File: config.mk
export PLATFORM = sky130hd
export DESIGN_NAME = midi_parser
export DESIGN_NICKNAME = d
export VERILOG_FILES = /design/src/rtl/midi_parser.sv
export SDC_FILE = /design/constraint.sdc
export NUM_CORES = 1
export LEC_CHECK = 0
export ABC_CLOCK_PERIOD_IN_PS = 1300
export BUFFER_PORTS_ARGS = -buffer_cell sky130_fd_sc_hd__buf_2
export CORE_UTILIZATION = 47
export DETAILED_ROUTE_END_ITERATION = 7
export GPL_ROUTABILITY_DRIVEN = 0
export PLACE_DENSITY_LB_ADDON = 0.12
export SYNTH_ARGS = -nofsm -noshare
export SYNTH_HDL_FRONTEND = slang
export SYNTH_SLANG_ARGS = --single-unit
File: constraint.sdc
create_clock -name clk -period 1.3 [get_ports clk]
set_input_delay 0.26 -clock clk [delete_from_list [all_inputs] [get_ports clk]]
set_output_delay 0.26 -clock clk [all_outputs]
set_load 0.03 [all_outputs]
File: src/rtl/midi_parser.sv
// MIDI byte-stream parser: tracks running status and emits registered note-on/off events.
// Build option: MIDI_PARSER_NOTEON_VEL0_OFF_EN reports note-on with velocity 0 as note-off.
module midi_parser (
  input  logic       clk,
  input  logic       reset_n,
  input  logic [7:0] d_in,
  input  logic       d_valid,
  input  logic       f_error,
  output logic       v_valid,
  output logic [3:0] v_channel,
  output logic       v_note_off,
  output logic       v_note_on,
  output logic [6:0] v_note_num,
  output logic [6:0] v_note_velocity
);

  // state   | meaning
  // IDLE    | no running status, data bytes ignored
  // WAIT_D1 | note message, expecting note number
  // WAIT_D2 | note message, expecting velocity
  // SKIP_D1 | non-note message, first of two data bytes to discard
  // SKIP_D2 | non-note message, last data byte to discard
  // SYSEX   | inside system exclusive, data ignored until a status byte
  typedef enum logic [2:0] {
    IDLE    = 3'd0,
    WAIT_D1 = 3'd1,
    WAIT_D2 = 3'd2,
    SKIP_D1 = 3'd3,
    SKIP_D2 = 3'd4,
    SYSEX   = 3'd5
  } state_t;

`ifdef MIDI_PARSER_NOTEON_VEL0_OFF_EN
  localparam logic VEL0_IS_OFF = 1'b1;
`else
  localparam logic VEL0_IS_OFF = 1'b0;
`endif

  state_t     state;
  logic       rs_note_on;
  logic [3:0] rs_channel;
  logic       rs_skip_two;
  logic [6:0] note_num_q;

  logic       is_status;
  logic       is_realtime;
  logic       event_is_on;

  assign is_status   = d_in[7];
  assign is_realtime = (d_in[7:3] == 5'b11111);
  assign event_is_on = rs_note_on && !(VEL0_IS_OFF && (d_in[6:0] == 7'd0));

  always_ff @(posedge clk) begin
    if (reset_n) begin
      state           <= IDLE;
      rs_note_on      <= 1'b0;
      rs_channel      <= 4'd0;
      rs_skip_two     <= 1'b0;
      note_num_q      <= 7'd0;
      v_valid         <= 1'b0;
      v_channel       <= 4'd0;
      v_note_off      <= 1'b0;
      v_note_on       <= 1'b0;
      v_note_num      <= 7'd0;
      v_note_velocity <= 7'd0;
    end else begin
      v_valid    <= 1'b0;
      v_note_on  <= 1'b0;
      v_note_off <= 1'b0;
      if (d_valid) begin
        if (f_error) begin
          state <= IDLE;
        end else if (is_status) begin
          // real-time bytes pass through without touching any state
          if (!is_realtime) begin
            case (d_in[6:4])
              3'b000, 3'b001: begin
                rs_note_on <= d_in[4];
                rs_channel <= d_in[3:0];
                state      <= WAIT_D1;
              end
              3'b010, 3'b011, 3'b110: begin
                rs_skip_two <= 1'b1;
                state       <= SKIP_D1;
              end
              3'b100, 3'b101: begin
                rs_skip_two <= 1'b0;
                state       <= SKIP_D2;
              end
              default: state <= (d_in[3:0] == 4'h0) ? SYSEX : IDLE;
            endcase
          end
        end else begin
          case (state)
            WAIT_D1: begin
              note_num_q <= d_in[6:0];
              state      <= WAIT_D2;
            end
            WAIT_D2: begin
              v_valid         <= 1'b1;
              v_note_on       <= event_is_on;
              v_note_off      <= !event_is_on;
              v_channel       <= rs_channel;
              v_note_num      <= note_num_q;
              v_note_velocity <= d_in[6:0];
              state           <= WAIT_D1;
            end
            SKIP_D1: state <= SKIP_D2;
            SKIP_D2: state <= rs_skip_two ? SKIP_D1 : SKIP_D2;
            default: state <= state;
          endcase
        end
      end
    end
  end

endmodule

* Word level (Yosys, flattened, before mapping)
Index checks and enable logic that the tools add are counted.
** Cells by class
- Equality and inequality tests :: 12
- Mux-type cells :: 9
- Bitwise gates (word level) :: 5
- Reductions and logical operators :: 15
** Operator list (count)
- $mux 3 :: 5
- $eq 3x2->1 const B :: 4
- $eq 3x3->1 const B :: 4
- $pmux 3 s4 :: 1
- $reduce_and 5->1 :: 2
- $pmux 3 s3 :: 1
- $reduce_and 4->1 :: 2
- $eq 3x1->1 const B :: 2
- $reduce_bool 6->1 :: 1
- $eq 5x5->1 const B :: 1
- $not 1->1 :: 5
- $reduce_or 5->1 :: 1
- $logic_not 4->1 :: 1
- $reduce_or 2->1 :: 2
- $reduce_or 4->1 :: 1
- $logic_not 3->1 :: 1
- $ne 3x3->1 const B :: 1
- $reduce_and 3->1 :: 1
- $reduce_or 3->1 :: 1
- $pmux 1 s2 :: 1
- $reduce_bool 2->1 :: 1
- $logic_not 1->1 :: 1
- $mux 1 :: 1
** Storage, ports and cells
- Register bits after elaboration :: 37
- Input port bits :: 12
- Output and inout port bits :: 21
- Logic and storage cells :: 52

* Logic depth before layout (Yosys ltp)
- Depth after elaboration :: 6
- Depth in mapped cells :: 6
- Depth with buffers taken out :: 4

* Least setup slack after synthesis
OpenSTA, ideal clock, no wires.
- Path type :: register -> register
- Start :: register state[2]
- End :: register v_note_velocity[3]
- Setup time :: 132 ps
- Data arrival time :: 1170 ps
- Data required time :: 1168 ps
- Slack :: -2 ps
- Stages on the path, launching flop included :: 7
- Path buffers :: 2
- Clock period less this slack :: 1302 ps
- Path through :: dfxtp_1 -> and2b_1 -> and4b_1 -> buf_4 -> buf_6 -> nand2_1 -> a21oi_1
** On the way
- Word-level cells in the longest chain between the ends :: 2
** Ends and longest elaborated chain
- from (decl) :: line 39 : state_t state;
- from (signal assigned) :: line 90 : default: state <= (d_in[3:0] == 4'h0) ? SYSEX : IDLE;
- from (signal assigned) :: line 109 : SKIP_D2: state <= rs_skip_two ? SKIP_D1 : SKIP_D2;
- from (signal assigned) :: line 110 : default: state <= state;
- $eq 3x2->1 :: line 94 : case (state)
- $reduce_and 4->1 (no source line)
- to (signal assigned) :: line 105 : v_note_velocity <= d_in[6:0];
- to (decl) :: line 14 : output logic [6:0] v_note_velocity
Every way passes these cells.
A chain may end at the register's enable or synchronous reset.

* Worst setup path after layout
- Start :: register state[2]
- End :: register v_note_num[6]
** On the way
- Word-level cells in the longest chain between the ends :: 2
** Ends and longest elaborated chain
- $eq 3x2->1 :: line 94
- $reduce_and 4->1 (no source line)
- to (signal assigned) :: line 104 : v_note_num <= note_num_q;
- to (decl) :: line 13 : output logic [6:0] v_note_num,
Every way passes these cells.

==> flow_summary_export.csv <==
group,metric,value,unit
die,die_x,58.4,um
setup_path,r2r_start,"state[2]$_SDFFE_PP0P_",
detailed_routing,drt_first_iter_violations,58,
place,numPortBuffers,32,
sta,hold_violations,0,
clock_network,clk_path_buf_depth,2,
hold_path,hp-start,"d_in[6]",
synthesis,yosys_register_bits,37,
place,dp_hpwl,2350,um
clock_network,cts_hold_buf,0,
sta,tightest_slew,0.436,ns
synthesis,yosysMostFrequentCell,"nand2_1",
finish,drive_gt1_share,39.4,%
clock_network,cts_buffers,5,
detailed_routing,wire_per_inst,13.1,um
sta,slew_violations,0,
sta,slew_headroom,70.9,%
detailed_routing,wl,3400,um
outcome,status,"finished, violations left",
synthesis,syn_inst,166,
setup_path,crit_required,1.58,ns
synthesis,ys.flop_type,"dfxtp_1",
detailed_routing,viasPerCell,5.20,
synthesis,ys_types,35,
hold_path,hold_class,"input pin to register",
detailed_routing,first_pass_iters,4,
setup_path,critPathLaunchType,"register",
clock_network,cts_tree,"built",
global_route,grt_pass1_wl,5450,um
synthesis,async_reset_ff_share,0,%
setup_path,critPathCaptureType,"register",
sta,rsz0062_at_grt,"true",
setup_path,r2r_cells,5,
synthesis,synth_top_area_share,49.5,%
die,die_h,58.4,um
outcome,violations,"setup timing",
global_route,antenna_found_initial,0,
global_route,grt_max_degree,20,
synthesis,ys_warn_count,0,
synthesis,syn-num-nets,178,
sta,period_needed,1.32,ns
die,die_area,3410,um2
finish,n_antenna_cell,0,
sta,fmax,0.759,GHz
synthesis,synth.area.top_cells,"dfxtp_1 50%, nand2_1 10%, mux2i_1 8.0%",
die,coreArea,3030,um2
die,ios,33,
flow_run,cap_violations,0,
synthesis,synth-edff-count,0,
die,rows,20,
global_route,grt_pass1_vias,1233,
clock_network,clk_pin_slew,0.11,ns
sta,worst_slack,-0.0173,ns
setup_path,reg2reg_slack,-0.02,ns
detailed_routing,postRouteAntennaNets,0,
global_route,grt_usage,21.2,%
hold_path,whs_path_depth,3,
synthesis,seq_area_frac_synth,49.5,%
sta,setup_viol_count_final,14,
clock_network,insertion_delay,0.34,ns
pwr,p_per_area,1040,nW/um2
clock_network,post-cts-setup-buffers,0,
setup_path,r2r-end,"v_note_num[6]$_SDFFE_PP0P_",
sta,fin_skew,0.00565,ns
clock_network,h-tree-depth,2,
setup_path,critical_path_class,"register to register",
sta,hold_slack,0.216,ns
synthesis,synth_common_cells,"40 x nand2_1, 37 x dfxtp_1, 21 x a21oi_1",
global_route,grt_overflow_total,0,
synthesis,syn_area,1500,um2
clock_network,cts_root_buf,"clkbuf_4",
place,dp_cells,253,
finish,nets,228,
setup_path,worstPathArrival,1.60,ns
detailed_routing,via_count,1351,
sta,final.period_utilization,101,%
finish,fin_cells,260,
die,start_util,49.4,%
pwr,leakagePower,0.837,nW
synthesis,avgSynthCellArea,9.01,um2
pwr,vdd_drop_max,0.754,mV
synthesis,synth_top_cell_by_area,"dfxtp_1",
clock_network,cts_sinks,37,
setup_path,crit_fanout,8,
detailed_routing,drc,0,
setup_path,cp-startpoint,"state[2]$_SDFFE_PP0P_",
finish,syn2layout_area_growth,31.0,%
hold_path,whs_endpoint,"v_note_velocity[6]$_SDFFE_PP0P_",
==> registers in the layout, indices dropped and copies added (netlist names) <==
signal and count:
rs_channel 4, state 3, note_num_q 7, v_note_off 1, v_valid 1, event_is_on 1, v_note_on 1, v_channel 4
rs_skip_two 1, v_note_velocity 7, v_note_num 7
==> power by group <==
group / internal (mW) / leakage [nW] / switching [mW]
sequential: 1.15 / 0.300 / 0.0180
clock: 0.253 / 0.0303 / 0.381
combinational: 0.104 / 0.506 / 0.122
total: 1.51 / 0.837 / 0.521
==> cell usage in the layout (no fill, tap or decap), drive strengths merged, types with 2 or more instances in the layout <==
cell type  instances
and2               2
nor2              15
nor4               2
nor4b              3
a21oi             21
dfxtp             37
o21ai              2
clkbuf             6
a311oi             2
buf               53
mux2i             12
nand2             40
nor3               4
==> final cells by class <==
| class | instances | area [um2] |
|---|---|---|
| clock buffers | 6 | 51.3 |
| clock inverters | 1 | 7.51 |
| fillers | 271 | 1070 |
| inverters | 1 | 3.75 |
| multi-input cells | 118 | 753 |
| flip-flops and latches | 37 | 747 |
| well taps | 44 | 55.1 |
| repair buffers | 53 | 342 |
==> worst max path at each step <==
stage          depth (start not counted)                          to  slack, ns
6_report                               5  v_note_num[6]$_SDFFE_PP0P_      -0.02
5_1_grt                                5  v_note_num[6]$_SDFFE_PP0P_      -0.07
4_1_cts                                5  v_note_num[6]$_SDFFE_PP0P_      -0.01
3_5_place_dp                           5       state[2]$_SDFFE_PP0P_      -0.20
3_3_place_gp                           5       state[2]$_SDFFE_PP0P_      -0.16
2_1_floorplan                          5       state[2]$_SDFFE_PP0P_     -0.002
==> metal layers <==
layer	vias to the layer above	wire length [um]	global-route usage (%)	part of all wire [%]
met5	-	0	0	0
met4	0	71	8.84	2.1
met3	9	138	5.05	4.1
met2	39	1710	36.1	50
met1	638	1470	25.7	43
li1	665	-	-	-
==> metrics by stage <==
| step | TNS, ns | worst slack, ns | area [um2] | utilization, % | power, mW |
|---|---|---|---|---|---|
| 2_1_floorplan | -0.00152 | -0.00152 | 1500 | - | 1.30 |
| 3_3_place_gp | -0.388 | -0.163 | 1820 | 60.2 | 1.39 |
| 3_5_place_dp | -0.949 | -0.202 | 1820 | 60.2 | 1.40 |
| 4_1_cts | -0.0496 | -0.0101 | 1890 | 62.4 | 2.01 |
| 5_1_grt | -1.25 | -0.0748 | 1960 | 64.7 | 2.10 |
| 6_report | -0.123 | -0.0173 | 1960 | 64.7 | 2.03 |
==> critical path, stage by stage, from the launching register on <==
cell	delay, ns
dfxtp_4	0.38
and2b_2	0.27
and4b_2	0.28
buf_6	0.14
nand2_1	0.07
a21oi_2	0.11
==> logic make-up (layout without fill, tap and decap cells) <==
kind of cell	count (synthesis)	count (layout)	synth area share (%)
muxes	12	12	8.03
AOI/OAI and AO/OA	33	33	13.6
and+or+nand+nor	73	73	24.7
DFF	37	37	49.5
buffers and inverters	11	61	4.18
==> repair_timing <==
action | CTS | global route
pin swaps | 0 | 5
gates resized for setup | 3 | 20
setup endpoints to repair | 19 | 22
(Power assumes the default switching activity.)
